===== src/rtl/mem_access_ctrl_pkg.sv =====
// rtl/mem_access_ctrl_pkg.sv - shared widths, FSM encoding and MEM/WB payload for the memory stage
package mem_access_ctrl_pkg;

    localparam int DATA_W     = 16;
    localparam int REG_ADDR_W = 4;
    localparam int CNT_W      = 8;

    localparam logic [DATA_W-1:0] ERR_DATA_DEFAULT = 16'hDEAD;

    typedef enum logic {
        ST_IDLE = 1'b0,
        ST_BUSY = 1'b1
    } mac_state_e;

    typedef struct packed {
        logic [DATA_W-1:0]     wb_data;
        logic [REG_ADDR_W-1:0] dst_addr;
        logic                  we_rf;
        logic                  hlt;
    } mem_wb_t;

    localparam mem_wb_t MEM_WB_BUBBLE = '0;

    function automatic logic [DATA_W-1:0] wb_select(
        input logic              sel_mem,
        input logic [DATA_W-1:0] mem_val,
        input logic [DATA_W-1:0] alu_val
    );
        return sel_mem ? mem_val : alu_val;
    endfunction

endpackage


===== src/rtl/mem_access_ctrl_mem_wb_ff.sv =====
// rtl/mem_access_ctrl_mem_wb_ff.sv - MEM/WB pipeline register, loads payload or a bubble each edge
module mem_wb_ff
    import mem_access_ctrl_pkg::*;
(
    input  logic    clk,
    input  logic    rst,
    input  logic    load,
    input  mem_wb_t d,
    output mem_wb_t q
);

    always_ff @(posedge clk or posedge rst) begin
        if (rst) begin
            q <= MEM_WB_BUBBLE;
        end else if (load) begin
            q <= d;
        end else begin
            q <= MEM_WB_BUBBLE;
        end
    end

endmodule


===== src/rtl/mem_access_ctrl.sv =====
// rtl/mem_access_ctrl.sv - data-memory access FSM with ack timeout, stall generation and MEM/WB register
module mem_access_ctrl
    import mem_access_ctrl_pkg::*;
#(
    parameter int                ACK_TIMEOUT = 15,
    parameter logic [DATA_W-1:0] ERR_DATA    = ERR_DATA_DEFAULT
) (
    input  logic                  clk,
    input  logic                  rst,
    input  logic                  we_mem_MEM,
    input  logic                  re_mem_MEM,
    input  logic [DATA_W-1:0]     alu_result_MEM,
    input  logic [DATA_W-1:0]     sdata_MEM,
    input  logic                  wb_sel_MEM,
    input  logic                  we_rf_MEM,
    input  logic                  hlt_MEM,
    input  logic [REG_ADDR_W-1:0] dst_addr_MEM,
    output logic                  mem_req,
    output logic                  mem_we,
    output logic [DATA_W-1:0]     mem_addr,
    output logic [DATA_W-1:0]     mem_wdata,
    input  logic [DATA_W-1:0]     mem_rdata,
    input  logic                  mem_ack,
    output logic                  stall,
    output logic [DATA_W-1:0]     wb_data_WB,
    output logic [REG_ADDR_W-1:0] dst_addr_WB,
    output logic                  we_rf_WB,
    output logic                  hlt_WB,
    output logic                  mem_err
);

    mac_state_e        state;
    mac_state_e        state_nxt;
    logic [CNT_W-1:0]  cnt;
    logic              access;
    logic              is_busy;
    logic              timeout_hit;
    logic              complete;
    logic [DATA_W-1:0] read_val;
    mem_wb_t           wb_d;
    mem_wb_t           wb_q;

    assign access  = we_mem_MEM | re_mem_MEM;
    assign is_busy = (state == ST_BUSY);

    // cnt holds completed BUSY cycles, so the current cycle is number cnt+1
    assign timeout_hit = is_busy &&
                         (({1'b0, cnt} + 1'b1) == (CNT_W+1)'(ACK_TIMEOUT));
    assign complete    = is_busy && (mem_ack || timeout_hit);

    always_ff @(posedge clk or posedge rst) begin
        if (rst) begin
            state <= ST_IDLE;
        end else begin
            state <= state_nxt;
        end
    end

    always_comb begin
        state_nxt = state;
        case (state)
            ST_IDLE: if (access) state_nxt = ST_BUSY;
            ST_BUSY: if (complete) state_nxt = ST_IDLE;
            default: state_nxt = ST_IDLE;
        endcase
    end

    always_comb begin
        mem_req = 1'b0;
        stall   = 1'b0;
        case (state)
            ST_IDLE: stall = access;
            ST_BUSY: begin
                mem_req = 1'b1;
                stall   = !complete;
            end
            default: ;
        endcase
    end

    always_ff @(posedge clk or posedge rst) begin
        if (rst) begin
            cnt <= '0;
        end else if (!is_busy) begin
            cnt <= '0;
        end else if (!complete) begin
            cnt <= cnt + 1'b1;
        end
    end

    // ack on the timeout cycle wins, so the flag only sets on a genuine abort
    always_ff @(posedge clk or posedge rst) begin
        if (rst) begin
            mem_err <= 1'b0;
        end else if (timeout_hit && !mem_ack) begin
            mem_err <= 1'b1;
        end
    end

    assign mem_addr  = alu_result_MEM;
    assign mem_wdata = sdata_MEM;
    assign mem_we    = we_mem_MEM;

    assign read_val = (is_busy && mem_ack) ? mem_rdata : ERR_DATA;

    always_comb begin
        wb_d          = MEM_WB_BUBBLE;
        wb_d.wb_data  = wb_select(wb_sel_MEM, read_val, alu_result_MEM);
        wb_d.dst_addr = dst_addr_MEM;
        wb_d.we_rf    = we_rf_MEM;
        wb_d.hlt      = hlt_MEM;
    end

    mem_wb_ff u_mem_wb_ff (
        .clk  (clk),
        .rst  (rst),
        .load (!stall),
        .d    (wb_d),
        .q    (wb_q)
    );

    assign wb_data_WB  = wb_q.wb_data;
    assign dst_addr_WB = wb_q.dst_addr;
    assign we_rf_WB    = wb_q.we_rf;
    assign hlt_WB      = wb_q.hlt;

endmodule


===== config.mk =====
export PLATFORM = sky130hd
export DESIGN_NAME = mem_access_ctrl
export DESIGN_NICKNAME = d
export VERILOG_FILES = /design/src/rtl/mem_access_ctrl_pkg.sv /design/src/rtl/mem_access_ctrl_mem_wb_ff.sv /design/src/rtl/mem_access_ctrl.sv
export SDC_FILE = /design/constraint.sdc
export NUM_CORES = 1
export LEC_CHECK = 0
export BUFFER_PORTS_ARGS = -buffer_cell sky130_fd_sc_hd__buf_4
export CAP_MARGIN = 20
export CORE_UTILIZATION = 42
export DETAILED_ROUTE_END_ITERATION = 6
export GPL_ROUTABILITY_DRIVEN = 1
export PLACE_DENSITY = 0.86
export SYNTH_ARGS = -nofsm -noshare
export SYNTH_HDL_FRONTEND = slang
export SYNTH_SLANG_ARGS = --single-unit

===== constraint.sdc =====
create_clock -name clk -period 2.1 [get_ports clk]
set_input_delay 0.105 -clock clk [delete_from_list [all_inputs] [get_ports clk]]
set_output_delay 0.105 -clock clk [all_outputs]
set_load 0.02 [all_outputs]

* Yosys cells after proc, flatten, opt, wreduce, memory -nomap -nowiden
Cells that the tools add are included.
Cells by class: add/sub/neg operators 2, equality and inequality tests 2, mux-type cells 10, bitwise logic cells 2, reduce and logical (&&, ||, !) cells 7
Operators with widths (number):
- $mux W16 | 2
- $mux W22 | 1
- $mux W8 | 2
- $add A8 B1 Y9 const B | 1
- $eq A9 B4 Y1 const B | 1
- $add A8 B1 Y8 const B | 1
- $logic_and A1 B1 Y1 | 4
- $pmux W1 S2 | 2
- $mux W1 | 3
- $logic_not A1 Y1 | 2
- $ne A2 B2 Y1 const B | 1
- $logic_or A1 B1 Y1 | 1
- $not A1 Y1 | 1
- $or A1 B1 Y1 | 1
Word-level totals: bits in registers 32, input port bits 60, output and inout port bits 58, logic and storage cells 30

* Longest topological paths before layout
depth in word-level cells 8, gate-level depth with buffers 7, mapped depth without buffers 6

* Hierarchy
From an unflattened synthesis, not the netlist that was laid out.
Unflattened totals: cell total of the unflattened synthesis 178, area total of the unflattened synthesis 1808.0 um^2
Modules (own cells, without submodules):
- mem_access_ctrl | instances 1, cells each 131, area each 1073.5 um^2, seq. area each 250.2 um^2
- mem_wb_ff | instances 1, cells each 47, area each 734.5 um^2, seq. area each 550.5 um^2

* Least setup slack after synthesis
OpenSTA, ideal clock, no wires.
path type reg-to-reg, start register cnt[0], end register u_mem_wb_ff.q[16] (netlist bit), library setup time 0.142 ns, arrival time 1.699 ns, data required time 1.958 ns, slack 0.259 ns, stages on the path, launching flop included 7, path buffers 1, clock period less this slack 1.841 ns, cells stage by stage dfrtp_1 ha_1 and2b_2 and4_2 nor4_4 buf_6 a211oi_1
On the way: cells in the longest elaborated chain, start to end 8
Ends and longest elaborated chain:
- start, declared | line mem_access_ctrl.sv:34 | logic [CNT_W-1:0] cnt;
- start signal, assigned | line mem_access_ctrl.sv:87 | cnt <= cnt + 1'b1;
- $add A8 B1 Y9 | line mem_access_ctrl.sv:48 | (({1'b0, cnt} + 1'b1) == (CNT_W+1)'(ACK_TIMEOUT));
- $eq A9 B4 Y1 | line mem_access_ctrl.sv:48
- $logic_and A1 B1 Y1 | line mem_access_ctrl.sv:47 | assign timeout_hit = is_busy &&
- $logic_or A1 B1 Y1 | line mem_access_ctrl.sv:49 | assign complete = is_busy && (mem_ack || timeout_hit);
- $logic_and A1 B1 Y1 | line mem_access_ctrl.sv:49
- $logic_not A1 Y1
- $pmux W1 S2 | line mem_access_ctrl.sv:71 | case (state)
- net stall | line mem_access_ctrl.sv:24 | output logic stall,
- $mux W22 | line mem_access_ctrl_mem_wb_ff.sv:15 | end else if (load) begin
- end signal, assigned | line mem_access_ctrl_mem_wb_ff.sv:14 | q <= MEM_WB_BUBBLE;
- end signal, assigned | line mem_access_ctrl_mem_wb_ff.sv:16 | q <= d;
- end signal, assigned | line mem_access_ctrl_mem_wb_ff.sv:18 | q <= MEM_WB_BUBBLE;
- end, declared | line mem_access_ctrl_mem_wb_ff.sv:9 | output mem_wb_t q
The timed path passes the listed nets, and every way through them passes these cells. A chain may end at the register's enable or synchronous reset.

* Worst setup path after layout
start register cnt[1], end output stall
On the way: cells in the longest elaborated chain, start to end 7
Ends and longest elaborated chain (line):
- $add A8 B1 Y9 | mem_access_ctrl.sv:48
- $eq A9 B4 Y1 | mem_access_ctrl.sv:48
- $logic_and A1 B1 Y1 | mem_access_ctrl.sv:47
- $logic_or A1 B1 Y1 | mem_access_ctrl.sv:49
- $logic_and A1 B1 Y1 | mem_access_ctrl.sv:49
- $logic_not A1 Y1
- $pmux W1 S2 | mem_access_ctrl.sv:71
- end, declared | mem_access_ctrl.sv:24
Every way passes these cells.

==> results.json <==
{
  "status": "finished, final reports clean",
  "portBuffers": 85,
  "finalHoldViolCount": 0,
  "syn_nets": 238,
  "start_util_pct": 44.13,
  "detail-route-antenna-nets": 0,
  "slew_violations": 0,
  "m1WireLength_um": 1554,
  "ys_types": 35,
  "postSynthAreaPerCell_um2": 10.10,
  "cp.required_ns": 2.00,
  "dr.max_layer_used": "met4",
  "grt_pass1_vias": 1350,
  "cts_max_level": 2,
  "finalWirelength_um": 4063,
  "async_flop_share_pct": 100.0,
  "routabilityCongestion": 0.8599,
  "core_um2": 4029,
  "fp.dieW_um": 67.07,
  "max_stage_delay_ns": 0.45,
  "finalSetupTns_ns": 0,
  "timing.final.crit_share_pct": 98.26,
  "die_h_um": 67.07,
  "syn_inst": 176,
  "rows": 23,
  "crit_chain": "buf_6, and3b_1, o2111a_2, nor4_4, clkbuf_16, buf_8",
  "wl_per_cell_um": 13.96,
  "cp_top_family": "simple AND/OR/NAND/NOR gates",
  "io_pins": 118,
  "crit_arrival_ns": 1.96,
  "crit_path_start_kind": "flop",
  "drv_cap": 0,
  "tightest_slew_ns": 0.4566,
  "min_path_type": "primary input to flop",
  "nets": 302,
  "grt_setup_unrepaired": "yes",
  "area_growth_syn_to_layout_pct": 35.82,
  "drive_above_1_share_pct": 48.55,
  "cp-end-kind": "primary output",
  "grt_start_max_net_pins": 33,
  "dr_total_vias": 1467,
  "cts_tree": "yes",
  "power_mw": 1.692,
  "slowest_stage": "dfrtp_2",
  "netlist_area_um2": 1778,
  "grt_antenna_before_repair": 0,
  "power_leakage_nw": 1.208,
  "max_freq_mhz": 484.6,
  "dpl_worst_slack_ns": 0.1883,
  "clockBufferDepth": 2,
  "clkTransAtPathRegs_ns": 0.06,
  "final_cells": 291,
  "synth_edf_count": 0,
  "wl_met3_um": 248,
  "cts_buffers": 5,
  "grt_overflow": 0,
  "die_area_um2": 4498,
  "clkSinkCount": 32,
  "peakVddDrop_uv": 389.3,
  "drc_errors": 0,
  "synth-seq-cells": 32,
  "drt_iter0_markers": 45,
  "yosysSeqAreaShare_pct": 45.04,
  "path_max_fanout": 4,
  "antennaDiodeCount": 0,
  "cellPowerDensity_nw_per_um2": 700.7,
  "synth-main-ff-cell": "dfrtp_1",
  "grt_pass1_wl_um": 6003,
  "setup_viol": 0,
  "route.met2.wl_um": 2196,
  "holdWs_ns": 0.04765,
  "dpl.cell_count": 274,
  "skew_ns": 0.006050,
  "clk_latency_ns": 0.28,
  "setup_slack_ns": 0.03659,
  "grtUsageTotal_pct": 18.24,
  "path_buf_inv": 3,
  "drt-pass1-iter-count": 4,
  "yosys_warnings": 0,
  "period_minus_slack_ns": 2.063,
  "slew_headroom_pct": 69.32,
  "cts_root_buffer": "clkbuf_8",
  "vias_per_cell": 5.041,
  "hpwl_um": 2880,
  "critPathKind": "flop to primary output"
}
[cell usage after synthesis (all sizes together), types with 2 or more instances]
master,instances,share of area [%]
a21oi,6,1.7
ha,2,1.4
a211oi,11,4.6
nor2b,8,2.8
and2b,2,0.99
dfrtp,32,45
nand2b,5,1.8
buf,35,15
inv,3,0.63
nand4,2,0.70
nand3,9,2.5
nand2,2,0.42
nor2,22,4.6
and2,6,2.2
o21ai,3,0.84
xnor2,4,2.0
a21boi,2,0.84
clkbuf,5,1.1
nor3,2,0.56
nor4,2,2.4
o31ai,2,0.84
[layout make-up]
| type | count | area (µm²) |
|---|---|---|
| Clock buffer | 6 | 72.57 |
| Multi-Input combinational cell | 100 | 659.4 |
| Clock inverter | 2 | 35.03 |
| Sequential cell | 32 | 803.3 |
| Tap cell | 50 | 62.56 |
| Inverter | 3 | 11.26 |
| Fill cell | 354 | 1614 |
| Timing Repair Buffer | 98 | 770.7 |
[through the flow]
stage | utilization, % | area, µm²
final | 59.94 | 2415
after global routing | 59.94 | 2415
after CTS | 58.48 | 2356
after detailed placement | 54.60 | 2200
after global placement | 54.60 | 2200
after floorplan | - | 1778
[state kept, by name (all words and copies together) (netlist names)]
register,count
cnt,8
is_busy,1
mem_err,1
u_mem_wb_ff.q,22
[path summary, 6_finish.rpt]
path	startpoint	to	slack, ns	depth (start not counted)
setup / recovery	cnt[1]	stall	0.04	6
hold / removal	dst_addr_MEM[2]	u_mem_wb_ff.q[4]	0.05	2
setup reg to reg	cnt[1]	u_mem_wb_ff.q[13]	0.13	7
hold reg to reg	mem_err	mem_err	0.47	1
max in group asynchronous	rst	cnt[1]	1.31	4
min in group asynchronous	rst	u_mem_wb_ff.q[3]	0.47	4
[power by group]
part	switching (mW)	total, mW	internal, mW
combinational	0.213	0.424	0.211
clock	0.224	0.576	0.352
sequential	0.0270	0.692	0.665
total	0.464	1.69	1.23
[logic make-up (layout without fill, tap and decap cells)]
group	after synthesis	after routing	synth area share, %
flip-flops	32	32	45.04
XOR/XNOR	4	4	1.970
adder cells (fa/ha/maj)	2	2	1.407
buffers and inverters	44	109	18.72
AO/OA/AOI/OAI	26	26	10.06
AND/OR/NAND/NOR	68	68	22.80
[placed cells by master (no fill, tap or decap), types with 2 or more instances in the layout]
cell,instances
buf_4,93
nand2b_1,5
o31ai_1,2
and2b_2,2
o21ai_0,3
nor4_4,2
nand3_1,9
xnor2_1,4
nor2b_1,8
nor2_1,22
buf_6,2
a21oi_1,6
nor3_1,2
dfrtp_2,2
nand2_1,2
dfrtp_1,30
a211oi_1,11
clkbuf_8,5
nand4_1,2
inv_1,3
and2_1,5
[worst reg2reg max path: cells and delay by family (launching register included)]
kind | cells | cell delay (ns)
DFF | 1 | 0.45
buffers and inverters | 3 | 0.52
AOI/OAI and AO/OA | 2 | 0.36
and+or+nand+nor | 2 | 0.52
[repair_timing]
item,in CTS,in global routing
setup buffers,5,3
gates resized for setup,1,10
hold endpoints to repair,32,0
hold buffers,1,0
setup endpoints to repair,1,1
pin swaps,1,3
[per-layer routing]
metal,global-route usage [%],vias up
li1,-,692
met1,20.49,707
met2,31.62,62
met3,4.281,6
met4,9.309,0
met5,0,-
Power figures use the tool's default switching activity.
